===== config.mk =====
export PLATFORM = sky130hd
export DESIGN_NAME = lector_teclado
export DESIGN_NICKNAME = d
export VERILOG_FILES = /design/src/rtl/lector_pkg.sv /design/src/rtl/lector_teclado_sincronizador.sv /design/src/rtl/lector_teclado.sv
export SDC_FILE = /design/constraint.sdc
export NUM_CORES = 1
export LEC_CHECK = 0
export BUFFER_PORTS_ARGS = -buffer_cell sky130_fd_sc_hd__buf_2
export CAP_MARGIN = 20
export CORE_MARGIN = 5
export CORE_UTILIZATION = 50
export CTS_CLUSTER_DIAMETER = 150
export DETAILED_ROUTE_END_ITERATION = 10
export HOLD_SLACK_MARGIN = 0.1
export MAX_ROUTING_LAYER = met4
export PLACE_DENSITY = 0.74
export SKIP_LAST_GASP = 1
export SLEW_MARGIN = 10
export SYNTH_ARGS = -nofsm -noshare
export SYNTH_HDL_FRONTEND = slang
export SYNTH_SLANG_ARGS = --single-unit

===== constraint.sdc =====
create_clock -name clk -period 2 [get_ports clk]
set_clock_uncertainty 0.2 [all_clocks]
set_input_delay 0.1 -clock clk [delete_from_list [all_inputs] [get_ports clk]]
set_output_delay 0.1 -clock clk [all_outputs]
set_load 0.03 [all_outputs]

===== src/rtl/lector_pkg.sv =====
// Shared types and helpers for the keypad reader: FSM states, key code type,
// keypad geometry and one-hot utilities.
package lector_pkg;

  localparam int N_FIL = 4;
  localparam int N_COL = 4;

  typedef enum logic [1:0] {
    REPOSO,
    FILTRO,
    PRESIONADA
  } estado_t;

  typedef logic [3:0] tecla_t;

  function automatic logic es_onehot(input logic [3:0] v);
    return (v != 4'd0) && ((v & (v - 4'd1)) == 4'd0);
  endfunction

  // Position of the set bit in a one-hot vector; only called on one-hot inputs.
  function automatic logic [1:0] indice(input logic [3:0] v);
    logic [1:0] idx;
    idx = 2'd0;
    for (int i = 0; i < 4; i++) begin
      if (v[i]) idx = 2'(i);
    end
    return idx;
  endfunction

endpackage


===== src/rtl/lector_teclado_sincronizador.sv =====
// Two-flop synchronizer bringing an asynchronous bus into the clk domain.
module sincronizador #(
  parameter int W = 1
) (
  input  logic         clk,
  input  logic         rst_n,
  input  logic [W-1:0] d_i,
  output logic [W-1:0] q_o
);

  logic [W-1:0] meta_q;
  logic [W-1:0] sync_q;

  always_ff @(posedge clk or negedge rst_n) begin
    if (!rst_n) begin
      meta_q <= '0;
      sync_q <= '0;
    end else begin
      meta_q <= d_i;
      sync_q <= meta_q;
    end
  end

  assign q_o = sync_q;

endmodule


===== src/rtl/lector_teclado.sv =====
// Debounced 4x4 keypad reader. Optional auto-repeat of the held key is
// enabled by defining LECTOR_REPETIR_EN.
module lector_teclado
  import lector_pkg::*;
#(
  parameter int N_DEB = 16,
  parameter int N_REP = 50000
) (
  input  logic   clk,
  input  logic   rst_n,
  input  logic [N_COL-1:0] col,
  input  logic [N_FIL-1:0] fil,
  output tecla_t tecla,
  output logic   tecla_valida,
  output logic   tecla_activa
);

  localparam int CW = $clog2(N_DEB + 1);
  localparam logic [CW-1:0] CNT_FIN = CW'(N_DEB);

  if (N_DEB < 1 || N_REP < 1) begin : g_param_err
    $error("lector_teclado: N_DEB and N_REP must be at least 1");
  end

  logic [N_FIL-1:0] fil_s;
  logic [N_COL-1:0] col_d1_q;
  logic [N_COL-1:0] col_al_q;
  estado_t          estado_q;
  logic [CW-1:0]    cnt_q;
  logic [CW-1:0]    cnt_inc_d;
  logic [N_COL-1:0] col_cap_q;
  logic [N_FIL-1:0] fil_cap_q;
  tecla_t           tecla_q;
  logic             valida_q;
  logic             muestra_ok;
  logic             misma_col;

  sincronizador #(.W(N_FIL)) u_sync_fil (
    .clk   (clk),
    .rst_n (rst_n),
    .d_i   (fil),
    .q_o   (fil_s)
  );

  // col passes through the same two-stage depth as fil so each row sample
  // lines up with the column that was driving when it was taken.
  always_ff @(posedge clk or negedge rst_n) begin
    if (!rst_n) begin
      col_d1_q <= '0;
      col_al_q <= '0;
    end else begin
      col_d1_q <= col;
      col_al_q <= col_d1_q;
    end
  end

  assign muestra_ok = es_onehot(col_al_q);
  assign misma_col  = muestra_ok && (col_al_q == col_cap_q);
  assign cnt_inc_d  = (cnt_q == CNT_FIN) ? cnt_q : cnt_q + CW'(1);

`ifdef LECTOR_REPETIR_EN
  localparam int RW = (N_REP > 1) ? $clog2(N_REP) : 1;
  localparam logic [RW-1:0] REP_FIN = RW'(N_REP - 1);
  logic [RW-1:0] rep_q;
`endif

  always_ff @(posedge clk or negedge rst_n) begin
    if (!rst_n) begin
      estado_q  <= REPOSO;
      cnt_q     <= '0;
      col_cap_q <= '0;
      fil_cap_q <= '0;
      tecla_q   <= '0;
      valida_q  <= 1'b0;
`ifdef LECTOR_REPETIR_EN
      rep_q     <= '0;
`endif
    end else begin
      valida_q <= 1'b0;
      case (estado_q)
        REPOSO: begin
          if (muestra_ok && es_onehot(fil_s)) begin
            col_cap_q <= col_al_q;
            fil_cap_q <= fil_s;
            cnt_q     <= CW'(1);
            estado_q  <= FILTRO;
          end
        end
        FILTRO: begin
          if (cnt_q == CNT_FIN) begin
            tecla_q  <= {indice(fil_cap_q), indice(col_cap_q)};
            valida_q <= 1'b1;
            cnt_q    <= '0;
            estado_q <= PRESIONADA;
`ifdef LECTOR_REPETIR_EN
            rep_q    <= '0;
`endif
          end else if (misma_col) begin
            if (fil_s == fil_cap_q) begin
              cnt_q <= cnt_inc_d;
            end else begin
              cnt_q    <= '0;
              estado_q <= REPOSO;
            end
          end
        end
        PRESIONADA: begin
          // Release needs N_DEB consecutive low samples of the captured row.
          if (cnt_q == CNT_FIN) begin
            cnt_q    <= '0;
            estado_q <= REPOSO;
          end else if (misma_col) begin
            if ((fil_s & fil_cap_q) == '0) cnt_q <= cnt_inc_d;
            else                           cnt_q <= '0;
          end
`ifdef LECTOR_REPETIR_EN
          if (rep_q == REP_FIN) begin
            rep_q    <= '0;
            valida_q <= 1'b1;
          end else begin
            rep_q <= rep_q + RW'(1);
          end
`endif
        end
        default: begin
          cnt_q    <= '0;
          estado_q <= REPOSO;
        end
      endcase
    end
  end

  assign tecla        = tecla_q;
  assign tecla_valida = valida_q;
  assign tecla_activa = (estado_q == PRESIONADA);

endmodule


==> summary.md <==
| Metric | Value |
|---|---|
| Outcome | finished, violations left |
| Failing checks | negative setup slack |
| Iteration-0 DRC Markers | around 90 |
| Top-count cell post-synth | dfrtp_1 |
| Top-area cell type share of the netlist area | 0.566 |
| Sw power | 0.741 mW |
| Sequential Power Share | 0.406 |
| First-pass GRT wire length | ~5.7 mm |
| Endpoints failing hold | 0 |
| Initial antenna violation count | 0 |
| Die Wd | 66.4 um |
| Multi-input logic area | 825 um^2 |
| Top achievable clock speed | 0.490 GHz |
| Final setup fails | 10 |
| Final wirelength | 3.65 mm |
| Hold Path Origin | u_sync_fil.meta_q[1] |
| Clock root buffer | clkbuf_4 |
| Critical path startpoint | col_al_q[2] |
| Worst r2r src | col_al_q[2] |
| Pwr per Cell Area | about 1000 mW/mm^2 |
| Max_slew headroom | 0.482 |
| Placed cells | a little over 200 |
| Hold slack | 0.148 ns |
| Area used by sequential logic in the layout | 903 um^2 |
| Setup CP Type | reg2reg |
| Least-Margin Pin Slew | around 0.78 ns |
| Largest net degree at the start of global routing | 37 |
| Vias/cell | 5.19 |
| Top sig layer | met4 |
| Number of nets in the layout | 200 |
| GRT Resource Usage Total | 0.179 |
| Unrepaired setup endpoints after global routing | true |
| Sw Share | 0.314 |
| Vias in the first global route | 1206 |
| Die ar. | 0.00441 mm^2 |
| Max Buffers Root-to-Sink | 2 |
| Worst-path maximum fanout | 8 |
| Path type of the worst min-delay path | reg2reg |
| Clock Power Share | 0.212 |
| Fillers | between 150 and 200 |
| Port bufs | 15 |
| Worst endpoint required time | 2.03 ns |
| Worst Hold Depth | 0 |
| Peak VDD IR | around 0.00056 V |
| Routed met3 length | ~120 um |
| Post-synth cell types | 39 |
| Total grt overflow | 0 |
| Iteration count of the initial detailed-routing pass | 4 |
| Area contributors post-synth | dfrtp_1 57%, mux2_4 7.6%, ha_1 4.7% |
| Max Cap Violations | 0 |
| Syn Inst Count | 124 |
| Part of the cycle the worst path needs | 1.02 |
| Delay-heaviest family, CP | simple AND/OR/NAND/NOR gates |
| Share of cells above drive strength 1 | 0.486 |
| Starting Density | 0.521 |
| #FFs+latches synth | 36 |
| Final HPWL DP | approximately 2.2 mm |
| Post-synth EDFFs | 0 |
| CTS tree | yes |
| Worst setup margin | -0.0407 ns |
| Detail Route Antenna Nets | 0 |
| Crit-path slowest cell | or4b_4 |
| DRC | 0 |
| H-tree depth | 2 |
| Sequential fraction of the synthesis area | 0.566 |
| Comb power frac | 0.382 |
| Register-to-Register Path Depth | 6 |
| Internal | around 1.6 mW |
| Post-Syn Area | 0.00159 mm^2 |
| Layout area overhead | 43.7% |
| Clk slew on worst S/H paths | 0.12 ns |
| CP bufs+invs | 1 |
| Minimum clock period | around 2.0 ns |
| Top cells by count, synth | 36 x dfrtp_1, 10 x nor2_1, 8 x mux2_4 |
| Peak per-stage delay on the critical path | ~0.56 ns |
| Post-Syn Area per Cell | approximately 13 um^2 |
| CTS buffer count | 5 |
| Startpoint types | register |
| Placer congestion estimate | 0.785 |
| # rows | 20 |
| LEAKAGE | 1.04 nW |
| Fin. max-slew vios | 0 |
| Core area | about 0.0031 mm^2 |
| Vias | 1188 |
| N_diodes | 0 |
| Met2 WL | 1.91 mm |
| Drt wl/cell | 15.9 um |
| Ports | 16 |
| Number of synthesis warnings | 0 |
| Fin cells | 229 |
| Synth Net Count | between 100 and 150 |
| Fraction of registers with async set/reset | 1.00 |
| Clock sink count | 36 |
| Cell taking the most area after synthesis | dfrtp_1 |
| Critical path depth | 6 |
| Die Y | 66.4 um |
| CP Capture Type | register |
| Most used DFF post-synth | dfrtp_1 |
| Worst path cell trace | or4b_4 -> o311ai_4 -> nand2_4 -> nor2_4 -> buf_12 -> mux2_4 |
| Critical Path AT | slightly above 2 ns |
| Skew-Pair Late Insertion Delay | 0.34 ns |
| Metal1 wirelength | 1.51 mm |
-- timing repair --
item | in CTS | in global routing
cloned | 0 | 0
endpoints found under the hold margin | 44 | 0
setup endpoints to repair | 13 | 13
gates resized for setup | 7 | 13
pin swaps | 8 | 6
hold buffers | 9 | 0
buffers inserted | 3 | 3
-- cell usage in the layout, fill, tap and decap left out, drive strengths merged, types with 2 or more instances in the layout --
cell type     n
buf          45
dfrtp        36
nor2         11
dlygate4sd3   9
mux2          9
a21oi         7
inv           6
xnor2         6
clkbuf        6
ha            6
nor3          4
o22ai         3
nor4b         3
nand2         3
o21ai         3
nor2b         2
nand3         2
or4b          2
nor4          2
a211oi        2
-- layer usage --
metal,global-route usage,vias up
met5,-,-
met4,0.0736,0
met3,0.0425,9
met2,0.290,24
met1,0.215,584
li1,-,571
-- power groups by stage --
stage / Combinational, mW / Clock (mW) / Sequential (mW)
after floorplan: 0.404 / 0 / 0.939
after global placement: 0.643 / 0 / 0.942
after detailed placement: 0.672 / 0 / 0.949
after CTS: 0.739 / 0.511 / 0.934
after global routing: 0.965 / 0.555 / 0.972
final: 0.902 / 0.501 / 0.958
-- metrics by stage --
step	setup WS, ns	cell area (um^2)	power [mW]	setup TNS [ns]	util
after floorplan	-0.0843	1610	1.34	-0.674	-
after global placement	-0.0515	1930	1.58	-0.141	0.632
after detailed placement	-0.0923	1930	1.62	-0.598	0.632
after CTS	-0.0733	2150	2.18	-0.332	0.705
after global routing	-0.112	2280	2.49	-1.07	0.748
final	-0.0407	2280	2.36	-0.249	0.748
-- state kept, by name, summed over array words and instances (netlist names), 2 cells and up --
signal             count
cnt_q                  5
col_al_q               4
col_cap_q              4
col_d1_q               4
fil_cap_q              4
tecla                  4
u_sync_fil.meta_q      4
u_sync_fil.q_o         4
estado_q               2
-- final cells by class --
| cell class | count | share of cell area |
|---|---|---|
| clock inverters | 2 | 0.0153 |
| multi-input cells | 81 | 0.361 |
| flip-flops and latches | 36 | 0.395 |
| clock buffers | 6 | 0.0181 |
| well taps | 44 | 0.0241 |
| inverters | 6 | 0.00986 |
| repair buffers | 54 | 0.176 |
-- final timing paths --
| path | slack [ns] | end |
|---|---|---|
| worst min-delay path | 0.15 | u_sync_fil.q_o[1] |
| worst max-delay path | -0.04 | col_cap_q[1] |
| worst max register to register | -0.04 | col_cap_q[1] |
| min in group asynchronous | 0.17 | col_cap_q[0] |
| max in group asynchronous | 0.89 | col_al_q[1] |
| worst min register to register | 0.15 | u_sync_fil.q_o[1] |
-- cells by family (layout without fill, tap and decap cells) --
kind of cell	Yosys count	after routing	share of synthesized area
DFF	36	36	0.566
and+or+nand+nor	36	36	0.140
AOI/OAI and AO/OA	23	23	0.108
muxes	9	9	0.0826
adders and majority gates	7	7	0.0535
buffers and inverters	7	68	0.0165
xor gates and xnor gates	6	6	0.0330
Note: power is estimated with default switching activity, not from simulation.
